$ cat src/rtl/cr_huf_comp_sim_size_est.sv
// Compressed-size estimator for the huffman compressor.
// Each lane's symbol is looked up in a programmable range->bit-length profile.
// The lane products bl*cnt are summed into a saturating per-frame accumulator.
// The estimate is held on a valid/ready port, and input stalls until it is taken.
// Pipeline: P1 registers the accepted beat, P2 registers lane products, P3 accumulates.

`ifndef CREOLE_HC_SEQID_WIDTH
`define CREOLE_HC_SEQID_WIDTH 6
`endif

module cr_huf_comp_sim_size_est #(
    parameter int unsigned NUM_IN_SYMBOLS   = 4,
    parameter int unsigned DAT_WIDTH        = 10,
    parameter int unsigned CNT_WIDTH        = 3,
    parameter int unsigned NUM_RANGES       = 4,
    parameter int unsigned NUM_PROF         = 5,
    parameter int unsigned SIZE_WIDTH       = 20,
    parameter int unsigned MAX_NUM_SYM_USED = 576,
    // e_pipe_eob encoding width and its MIDDLE code
    parameter int unsigned EOB_WIDTH        = 3,
    parameter logic [EOB_WIDTH-1:0] EOB_MIDDLE = '0
) (
    input  logic                                  clk,
    input  logic                                  rst_n,
    input  logic [NUM_IN_SYMBOLS-1:0]             sc_is_vld,
    input  logic [NUM_IN_SYMBOLS*DAT_WIDTH-1:0]   sc_is_sym,
    input  logic [NUM_IN_SYMBOLS*CNT_WIDTH-1:0]   sc_is_cnt,
    input  logic [`CREOLE_HC_SEQID_WIDTH-1:0]     sc_is_seq_id,
    input  logic [EOB_WIDTH-1:0]                  sc_is_eob,
    input  logic [$clog2(NUM_PROF)-1:0]           prof_sel,
    input  logic [NUM_PROF*NUM_RANGES*10-1:0]     cfg_range_sym,
    input  logic [NUM_PROF*NUM_RANGES*4-1:0]      cfg_range_bl,
    output logic                                  is_sc_rd,
    output logic                                  est_vld,
    input  logic                                  est_rdy,
    output logic [SIZE_WIDTH-1:0]                 est_size,
    output logic [`CREOLE_HC_SEQID_WIDTH-1:0]     est_seq_id,
    output logic [EOB_WIDTH-1:0]                  est_eob,
    output logic                                  est_ovf,
    output logic                                  est_bad_sym
);

    localparam int unsigned PROF_W = $clog2(NUM_PROF);
    localparam int unsigned PROD_W = 4 + CNT_WIDTH;
    localparam int unsigned SUM_W  = PROD_W + $clog2(NUM_IN_SYMBOLS) + 1;
    localparam int unsigned ADD_W  = ((SIZE_WIDTH > SUM_W) ? SIZE_WIDTH : SUM_W) + 1;

    localparam logic [PROF_W-1:0] LAST_PROF = PROF_W'(NUM_PROF - 1);
    localparam logic [10:0]       MAX_SYM   = 11'(MAX_NUM_SYM_USED);
    localparam logic [ADD_W-1:0]  SAT_VAL   = {{(ADD_W - SIZE_WIDTH){1'b0}}, {SIZE_WIDTH{1'b1}}};

    typedef enum logic [1:0] {StIdle, StAccum, StDrain, StOut} state_e;

    state_e                              state_q;
    logic                                drain_q;
    logic [`CREOLE_HC_SEQID_WIDTH-1:0]   seq_q;
    logic [EOB_WIDTH-1:0]                eob_q;
    logic [PROF_W-1:0]                   prof_q;

    logic                                accept;
    logic                                handshake;

    logic [NUM_IN_SYMBOLS-1:0]           p1_vld;
    logic [NUM_IN_SYMBOLS*DAT_WIDTH-1:0] p1_sym;
    logic [NUM_IN_SYMBOLS*CNT_WIDTH-1:0] p1_cnt;
    logic [PROF_W-1:0]                   p1_prof;

    logic [PROD_W-1:0]                   lane_prod [NUM_IN_SYMBOLS];
    logic [NUM_IN_SYMBOLS-1:0]           lane_bad;
    logic [PROD_W-1:0]                   p2_prod   [NUM_IN_SYMBOLS];
    logic [NUM_IN_SYMBOLS-1:0]           p2_bad;

    logic [SUM_W-1:0]                    lane_sum;
    logic [ADD_W-1:0]                    acc_sum;
    logic [SIZE_WIDTH-1:0]               acc_q;
    logic                                ovf_q;
    logic                                bad_q;

    assign is_sc_rd  = (state_q == StIdle) || (state_q == StAccum);
    assign accept    = is_sc_rd && (|sc_is_vld);
    assign handshake = est_vld && est_rdy;

    assign est_size    = acc_q;
    assign est_seq_id  = seq_q;
    assign est_eob     = eob_q;
    assign est_ovf     = ovf_q;
    assign est_bad_sym = bad_q;

    // Frame FSM: latch frame attributes, wait out the pipeline, then hold the estimate.
    always_ff @(posedge clk or negedge rst_n) begin
        if (!rst_n) begin
            state_q <= StIdle;
            drain_q <= 1'b0;
            est_vld <= 1'b0;
            seq_q   <= '0;
            eob_q   <= EOB_MIDDLE;
            prof_q  <= '0;
        end else begin
            unique case (state_q)
                StIdle: begin
                    if (accept) begin
                        seq_q  <= sc_is_seq_id;
                        prof_q <= prof_sel;
                        if (sc_is_eob != EOB_MIDDLE) begin
                            eob_q   <= sc_is_eob;
                            drain_q <= 1'b0;
                            state_q <= StDrain;
                        end else begin
                            state_q <= StAccum;
                        end
                    end
                end
                StAccum: begin
                    if (accept && (sc_is_eob != EOB_MIDDLE)) begin
                        eob_q   <= sc_is_eob;
                        drain_q <= 1'b0;
                        state_q <= StDrain;
                    end
                end
                StDrain: begin
                    // Two cycles cover the P1->P2->P3 latency of the final beat.
                    if (drain_q) begin
                        est_vld <= 1'b1;
                        state_q <= StOut;
                    end else begin
                        drain_q <= 1'b1;
                    end
                end
                StOut: begin
                    if (est_rdy) begin
                        est_vld <= 1'b0;
                        state_q <= StIdle;
                    end
                end
                default: state_q <= StIdle;
            endcase
        end
    end

    // P1: register accepted beats; lanes of non-accepted cycles are forced invalid.
    always_ff @(posedge clk or negedge rst_n) begin
        if (!rst_n) begin
            p1_vld  <= '0;
            p1_sym  <= '0;
            p1_cnt  <= '0;
            p1_prof <= '0;
        end else begin
            p1_vld  <= accept ? sc_is_vld : '0;
            p1_sym  <= sc_is_sym;
            p1_cnt  <= sc_is_cnt;
            // First beat of a frame uses the live select, later beats the latched one.
            p1_prof <= (state_q == StIdle) ? prof_sel : prof_q;
        end
    end

    // P2 lookup: lowest matching range gives the bit length; misses flag a bad symbol.
    always_comb begin : p2_lookup
        logic [9:0]           sym;
        logic [CNT_WIDTH-1:0] cnt;
        logic [3:0]           bl;
        logic                 hit;
        logic                 illegal;
        int unsigned          prof_idx;
        int unsigned          base;
        sym      = '0;
        cnt      = '0;
        bl       = '0;
        hit      = 1'b0;
        illegal  = 1'b0;
        base     = 0;
        // An unimplemented select value falls back to profile 0.
        prof_idx = (p1_prof <= LAST_PROF) ? int'(p1_prof) : 0;
        lane_bad = '0;
        for (int l = 0; l < NUM_IN_SYMBOLS; l++) begin
            sym     = 10'(p1_sym[l*DAT_WIDTH +: DAT_WIDTH]);
            cnt     = p1_cnt[l*CNT_WIDTH +: CNT_WIDTH];
            illegal = ({1'b0, sym} >= MAX_SYM);
            hit     = 1'b0;
            bl      = '0;
            for (int unsigned r = 0; r < NUM_RANGES; r++) begin
                base = prof_idx * NUM_RANGES + r;
                if (!hit && (sym <= cfg_range_sym[base*10 +: 10])) begin
                    hit = 1'b1;
                    bl  = cfg_range_bl[base*4 +: 4];
                end
            end
            lane_prod[l] = '0;
            if (p1_vld[l] && (cnt != '0)) begin
                if (illegal || !hit) begin
                    lane_bad[l] = 1'b1;
                end else begin
                    lane_prod[l] = PROD_W'(bl) * PROD_W'(cnt);
                end
            end
        end
    end

    // P2: register lane products and bad-symbol flags.
    always_ff @(posedge clk or negedge rst_n) begin
        if (!rst_n) begin
            for (int l = 0; l < NUM_IN_SYMBOLS; l++) begin
                p2_prod[l] <= '0;
            end
            p2_bad <= '0;
        end else begin
            for (int l = 0; l < NUM_IN_SYMBOLS; l++) begin
                p2_prod[l] <= lane_prod[l];
            end
            p2_bad <= lane_bad;
        end
    end

    // P3 sum: widened so the saturation test cannot wrap.
    always_comb begin
        lane_sum = '0;
        for (int l = 0; l < NUM_IN_SYMBOLS; l++) begin
            lane_sum = lane_sum + SUM_W'(p2_prod[l]);
        end
        acc_sum = ADD_W'(acc_q) + ADD_W'(lane_sum);
    end

    // P3: saturating accumulate with sticky flags, cleared when the estimate is taken.
    always_ff @(posedge clk or negedge rst_n) begin
        if (!rst_n) begin
            acc_q <= '0;
            ovf_q <= 1'b0;
            bad_q <= 1'b0;
        end else if (handshake) begin
            acc_q <= '0;
            ovf_q <= 1'b0;
            bad_q <= 1'b0;
        end else begin
            if (acc_sum > SAT_VAL) begin
                acc_q <= {SIZE_WIDTH{1'b1}};
                ovf_q <= 1'b1;
            end else begin
                acc_q <= acc_sum[SIZE_WIDTH-1:0];
            end
            if (|p2_bad) begin
                bad_q <= 1'b1;
            end
        end
    end

endmodule

$ cat config.mk
export PLATFORM = sky130hd
export DESIGN_NAME = cr_huf_comp_sim_size_est
export DESIGN_NICKNAME = d
export VERILOG_FILES = /design/src/rtl/cr_huf_comp_sim_size_est.sv
export SDC_FILE = /design/constraint.sdc
export NUM_CORES = 1
export LEC_CHECK = 0
export CORE_ASPECT_RATIO = 1.75
export CORE_MARGIN = 1
export CORE_UTILIZATION = 45
export DETAILED_ROUTE_END_ITERATION = 8
export PLACE_DENSITY_LB_ADDON = 0.25
export SKIP_CTS_REPAIR_TIMING = 1
export SYNTH_ARGS = -nofsm -noshare
export SYNTH_HDL_FRONTEND = slang
export SYNTH_SLANG_ARGS = --single-unit
$ cat constraint.sdc
create_clock -name clk -period 5.3 [get_ports clk]
set_clock_uncertainty 0.15 [all_clocks]
set_input_delay 1.325 -clock clk [delete_from_list [all_inputs] [get_ports clk]]
set_output_delay 1.325 -clock clk [all_outputs]
set_load 0.01 [all_outputs]
; Word-level counts from Yosys, hierarchy flattened
; Index checks and enable logic that the tools add are counted.
[word_totals]
reg_bits = 129
[classes]
n_eq_ne = 8
n_reduce_logical = 58
shift = 8
n_lt_le_gt_ge = 22
add_sub_neg = 7
mul = 8
muxes = 74
[op_table]
columns = op, count
row1 = $shiftx 200x11->10, 3
row2 = $shiftx 80x9->4, 3
row3 = $shiftx 200x10->10, 1
row4 = $le 10x10->1, 16
row5 = $shiftx 80x8->4, 1
row6 = $mux 4, 17
row7 = $mux 7, 8
row8 = $ge 10x10->1 const B, 4
row9 = $mux 20, 2
row10 = $mux 1, 33
row11 = $mul 4x3->7, 4
row12 = $mul 6x3->9 const B, 3
row13 = $add 20x10->21, 1
row14 = $gt 21x20->1 const B, 1
row15 = $logic_and 1x1->1, 19
row16 = $reduce_bool 3->1, 6
row17 = $logic_not 1->1, 16
row18 = $mux 3, 5
row19 = $add 5x2->6 const B, 2
row20 = $reduce_and 4->1, 3
row21 = $add 9x7->10, 1
row22 = $mux 2, 5
row23 = $add 8x7->9, 1
row24 = $add 7x7->8, 1
row25 = 17 further kinds, 29

; Longest topological paths before layout
; Gate-level depths: netlist of the first run.
[depth]
ltp_word = 19
mapped_depth = 26

; Worst setup path after synthesis of the first run
; Ideal clock, no wire load.
[synth_timing]
path_type = input-to-reg
from = in cfg_range_sym[5]
to = reg p2_prod[13] (netlist bit)
t_arrival_ns = 5.124
n_path_buf = 0
setup_slack_ns = -0.054
cell_stages = 19
setup_ns = 0.080
path_cell_list = nand2b_1 -> o21ai_0 -> a221o_1 -> ha_1 -> and3_1 -> nand3_1 -> o31a_1 -> a32oi_4 -> nand4b_1 -> o221a_2 -> nand2b_1 -> fa_1 -> inv_1 -> ha_1 -> inv_1 -> fa_1 -> nor2b_1 -> o21ai_0 -> a21oi_1
[synth_rtl]
columns = item, line_no
row1 = from (decl), 31  ; input logic [NUM_PROF*NUM_RANGES*10-1:0] cfg_range_sym,
row2 = "to (signal, indexed assignment)", 207  ; p2_prod[l] <= lane_prod[l];
row3 = to (decl), 70  ; logic [PROD_W-1:0] p2_prod [NUM_IN_SYMBOLS];

==> impl_metrics.ini, run 1 <==
[route]
highest_layer = met5
wl_per_cell_um = 27.0
drt_iter0_drc = 1066
vias_per_cell = 6.31
drtAntennaViolNets = 0
drt_wl_total_um = 65000
met2WireLength_um = 32200
first_pass_iters = 8
met1_length_um = 20700
wl_met3_um = 4450
drc = 0
routed-via-count = 15165

[final_layout]
multi_input_area_um2 = 11700
ff_latch_area_um2 = 3230
fillers = 1897
area_delta_synth_final_pct = 69.8
nets = 2583
drive_above_1_share_pct = 29.7
final_core_util_pct = 77.8

[setup_path]
r2r_cells = 22
end_kind = flip-flop
crit_slowest_cell = a221o_2
cp_common_cell = inv_1
rr_startpoint = p1_prof[2]
r2r_setup_slack_ns = -0.02
path_cells = dlymetal6s2s_1 -> nand2b_1 -> o211ai_1 -> a221o_2 -> ha_4 -> and3_4 -> o2111ai_4 -> a21o_1 -> a211o_1 -> o221a_2 -> o22ai_4 -> nand2_1 -> fa_1 -> inv_1 -> ha_2 -> inv_1 -> fa_2 -> nor2b_2 -> o21ai_1 -> a21oi_1
slowest_delay_ns = 0.52
cp-start-kind = primary input
path_max_fanout = 4
required_ns = 5.51
crit_arrival_ns = 5.55
crit_type = in -> reg
reg2reg_to = p2_prod[27]

[synthesis]
ys_seq_elements = 129
synth_edf_count = 0
syn_area_um2 = 13200
yosysUniqueCellTypes = 84
synth_seq_area_share_pct = 24.5
postSynthCellCount = 1477
ys.flop_type = dfrtp_1
yosysTopAreaCellShare_pct = 24.5
yosys-top-cells-area = dfrtp_1 25%, ha_1 19%, fa_1 4.9%, o221ai_1 3.9%, inv_1 3.6%
syn_avg_cell_area_um2 = 8.91
synthArstFlopShare_pct = 100
syn_nets = 2062
yosys_warnings = 0
netlist_top_cells_count = 202 x ha_1, 129 x dfrtp_1, 127 x inv_1
synth_top_cell_by_area = dfrtp_1
synth.most_common_cell = ha_1

[placement]
dp_hpwl_um = 48700
gp_congestion = 0.992
pre_cts_ws_ns = -1.07
portBuffers = 383

[clock_tree]
numCtsBuffers = 17
clockRootBuffer = clkbuf_16
clk_latency_ns = 0.44
clk_pin_slew_ns = 0.06
clock-sinks = 129
htreeDepth = 4
clock_path_buffers = 2
cts_tree = yes

[sta]
worstMarginPinSlew_ns = 1.03
clock.fmax_mhz = 187
rsz0062_at_grt = true
relSlewSlack_pct = 30.6
setup_violations = 4
setup_ws_ns = -0.0466
finalHoldViolations = 0
post-route-period-util_pct = 101
fin_crit_ns = 5.35
final_max_slew_viol_count = 0

[global_route]
grt_max_degree = 77
grt_antenna_before_repair = 16
grt_pass1_vias = 14760
grt.total_usage_pct = 39.2
grt_overflow_total = 0
grt_first_pass_wirelength_um = 86300

[floorplanning]
coreArea_um2 = 28700
start_util_pct = 45.8
die_h_um = 228
die-width_um = 131
io_pins = 384
rows = 82
die-area_um2 = 30000

[power_and_ir_drop]
ir_worst_vdd_uv = 447
p_leak_nw = 10.6
power_density_nw_per_um2 = 738
p_total_w = 0.0165

[min_path]
worstHoldStart = est_seq_id[2]
hold_depth = 1
min_to = est_seq_id[2]
hold_path.class = reg -> reg

[outcome]
status = complete, but fails checks
violations = negative setup slack

[run]
drv_cap = 0
per-layer routing:
layer  track usage, %  up-vias
li1                 -     6647
met1             36.5     7248
met2             69.8      889
met3             6.87      379
met4             40.6        2
met5                0        -
sequential cells by signal, indices dropped and copies added, names as in the netlist:
signal,flops
est_ovf,1
state_q,2
prof_q,3
p2_prod,28
est_vld,1
drain_q,1
p1_vld,4
est_eob,3
p2_bad,4
est_seq_id,6
p1_prof,3
est_size,20
est_bad_sym,1
p1_cnt,12
p1_sym,40
kinds of logic (layout without fill, tap and decap cells):
group           count (synthesis)  count (layout)  share of synthesized area [%]
simple gates                  409             409                           16.1
buf+inv                       192             725                           5.91
compound gates                479             480                           26.8
fa+ha+maj                     234             234                           24.1
flops                         129             129                           24.5
mux                            18              18                           1.48
other cells                     0              14                              0
xor+xnor                       16              16                           1.06
report_power, final:
part	leakage (nW)	internal (W)	switching, W	total [W]
clock network	0.269	0.000659	0.000495	0.00115
logic	8.73	0.00660	0.00736	0.0140
registers	1.62	0.00118	0.000204	0.00138
stage by stage:
| stage | std cells | cell area, um^2 | hold slack, ns | TNS, ns |
|---|---|---|---|---|
| after floorplan | 1477 | 13200 | 0.325 | -0.0117 |
| after global placement | 2311 | 18300 | 0.335 | -16.29 |
| after detailed placement | 2311 | 18300 | 0.335 | -18.03 |
| after CTS | 2343 | 18900 | 0.354 | -8.74 |
| after global routing | 2403 | 22300 | 0.368 | -1.44 |
| final | 2403 | 22300 | 0.352 | -0.129 |
worst max-delay path by stage:
stage                      startpoint  slack [ns]          end  depth (start not counted)
global placement    cfg_range_sym[35]       -0.97  p2_prod[20]                         21
CTS                 cfg_range_sym[16]       -0.63  p2_prod[26]                         19
finish              cfg_range_sym[16]       -0.05  p2_prod[27]                         20
floorplan            cfg_range_sym[5]       -0.01  p2_prod[13]                         19
detailed placement  cfg_range_sym[55]       -1.07  p2_prod[13]                         20
global route        cfg_range_sym[37]       -0.17  p2_prod[19]                         20
layout make-up:
type / instances / share of cell area (%)
Tap cell: 378 / 2.12
Timing Repair Buffer: 564 / 26.1
Inverter: 129 / 2.18
Clock inverter: 14 / 0.644
Multi-Input combinational cell: 1157 / 52.4
Sequential cell: 129 / 14.5
Clock buffer: 18 / 1.92
Antenna cell: 14 / 0.157
worst max-delay path, delay by kind of cell:
kind / cells / cell delay, ns
AOI/OAI and AO/OA: 9 / 2.05
adders and majority gates: 4 / 1.31
buffers and inverters: 3 / 0.25
and+or+nand+nor: 4 / 0.61
cell usage in the layout, fill, tap and decap left out, types with 20 or more instances in the layout:
| cell | n |
|---|---|
| o21ai_0 | 47 |
| o21ai_1 | 44 |
| a21oi_1 | 60 |
| nand2_1 | 49 |
| o211ai_1 | 47 |
| nor2b_1 | 20 |
| buf_6 | 33 |
| nand2b_4 | 37 |
| a21o_1 | 21 |
| nand2b_1 | 28 |
| a221o_2 | 23 |
| o221ai_1 | 25 |
| dfrtp_1 | 126 |
| inv_1 | 119 |
| nand4_1 | 21 |
| dlymetal6s2s_1 | 174 |
| ha_4 | 91 |
| nor2_1 | 111 |
| buf_4 | 142 |
| clkdlybuf4s50_1 | 198 |
| ha_1 | 107 |
| fa_1 | 28 |
| o221ai_2 | 30 |
No activity file was read; power rests on OpenSTA's default activity.
==> inputs of run 2 (changes only) <==
--- a/config.mk
+++ b/config.mk
@@ -6,8 +6,7 @@
 export NUM_CORES = 1
 export LEC_CHECK = 0
 export CORE_ASPECT_RATIO = 1.75
-export CORE_MARGIN = 1
-export CORE_UTILIZATION = 45
+export CORE_UTILIZATION = 52
 export DETAILED_ROUTE_END_ITERATION = 8
 export PLACE_DENSITY_LB_ADDON = 0.25
 export SKIP_CTS_REPAIR_TIMING = 1
==> constraint.sdc (replaced) <==
create_clock -name clk -period 6.45 [get_ports clk]
set_clock_uncertainty 0.15 [all_clocks]
set_input_delay 1.6125 -clock clk [delete_from_list [all_inputs] [get_ports clk]]
set_output_delay 1.6125 -clock clk [all_outputs]
set_load 0.01 [all_outputs]
==> run 2 against run 1 <==
Effect of this change:
- the run now ends clean
- sequential cell count did not move
- core utilization shrank 4.2 points
- via count shrank 5.8%
- final cell count down 8.3%
- setup slack improved by 0.25 ns
- non-clock buffer count fell by 127
- hold slack lost 0.0015 ns
- highest routed layer is now met4
==> impl_metrics.ini, run 2 (synthesized netlist as in run 1, its figures left out) <==
[setup_path]
crit_arrival_ns = 6.44
required_ns = 6.65
crit_type = in -> reg
path_max_fanout = 4
cp-start-kind = primary input
r2r_cells = 19
end_kind = flip-flop

[run]
drv_cap = 0

[final_layout]
top_register = p1_sym
nets = 2455
largest_reg_flops = 40
layout_common_cells = 382 x clkdlybuf4s50_1, 202 x ha_1, 127 x inv_1
drive_above_1_share_pct = 7.75
fillers = 1872
area_delta_synth_final_pct = 38.3
stdcell_area_um2 = 18200
final_common_cell = clkdlybuf4s50_1

[power_and_ir_drop]
ir_worst_vdd_uv = 274
p_leak_nw = 7.97
power_density_nw_per_um2 = 560
p_total_w = 0.0102

[clock_tree]
htreeDepth = 4
clock-sinks = 129
cts_tree = yes
numCtsBuffers = 17
clockRootBuffer = clkbuf_16
clk_latency_ns = 0.43
clk_pin_slew_ns = 0.06
clock_path_buffers = 2

[floorplanning]
coreArea_um2 = 24700
die-width_um = 122
start_util_pct = 53.2
die-area_um2 = 26000
io_pins = 384
die_h_um = 212
rows = 76

[min_path]
hold_depth = 1
hold_path.class = reg -> reg

[global_route]
grt_overflow_total = 0
grt_first_pass_wirelength_um = 84000
grt_pass1_vias = 14698
grt.total_usage_pct = 44.6
grt_antenna_before_repair = 7
grt_max_degree = 66

[outcome]
status = complete, no violations

[sta]
finalHoldViolations = 0
worstMarginPinSlew_ns = 1.06
rsz0062_at_grt = false
post-route-period-util_pct = 96.8
setup_violations = 0
clock.fmax_mhz = 160
final_max_slew_viol_count = 0
setup_ws_ns = 0.208
tns_ns = 0
relSlewSlack_pct = 29.2
fin_crit_ns = 6.24

[route]
wl_per_cell_um = 26.0
routed-via-count = 14293
first_pass_iters = 6
drc = 0
drtAntennaViolNets = 0
vias_per_cell = 6.49
drt_iter0_drc = 1018
drt_wl_total_um = 57400

[placement]
dp_hpwl_um = 45800
pre_cts_ws_ns = -0.111
portBuffers = 383
gp_congestion = 1.02
placed_area_um2 = 17500
run 2: path summary, 6_finish.rpt:
kind | slack, ns | to | startpoint
setup / recovery | 0.21 | p2_prod[13] | cfg_range_sym[20]
hold / removal | 0.35 | est_eob[0] | est_eob[0]
setup reg to reg | 0.60 | p2_prod[13] | p1_prof[1]
hold reg to reg | 0.35 | est_eob[0] | est_eob[0]
min in group asynchronous | 1.16 | p1_sym[26] | rst_n
max in group asynchronous | 3.64 | p1_sym[6] | rst_n
run 2: cell type report:
cell class | instances | area, um^2 | area share, %
multi-input combinational | 1156 | 9180 | 50.5
timing repair buffer | 437 | 4250 | 23.4
sequential | 129 | 3230 | 17.8
inverter | 129 | 484 | 2.66
clock buffer | 19 | 453 | 2.49
tap | 312 | 390 | 2.15
clock inverter | 13 | 185 | 1.02
antenna | 8 | 20.0 | 0.110
run 2: per-layer routing:
metal | vias up | routed length [um] | track usage (%)
met5 | - | 0 | 0
met4 | 0 | 7400 | 49.2
met3 | 354 | 4450 | 11.5
met2 | 879 | 27900 | 75.3
met1 | 6694 | 17600 | 40.4
li1 | 6366 | - | -
run 2: critical path: stages:
cell and delay, ns:
clkdlybuf4s50_1 0.64, inv_1 0.11, nand2_1 0.09, o211ai_1 0.10
a222oi_1 0.47, buf_4 0.23, ha_1 0.14, nand2b_1 0.10
a211oi_1 0.09, a2111o_1 0.40, a2111oi_0 0.42, o21ai_0 0.16
o221a_2 0.15, nand2b_1 0.17, fa_1 0.48, inv_1 0.08
ha_1 0.19, inv_1 0.06, fa_1 0.37, nor2b_1 0.15
o21ai_0 0.09, a21oi_1 0.15
run 2: stage by stage:
step,util (%),std cells,hold WS (ns)
finish,73.6,2203,0.351
global route,73.6,2202,0.365
CTS,73.4,2194,0.353
detailed placement,70.8,2162,0.338
global placement,70.8,2162,0.333
floorplan,-,1477,0.325
run 2: where the power goes:
group	switching, W	internal (W)
Clock	0.000373	0.000666
Sequential	0.000152	0.000967
Combinational	0.00467	0.00336
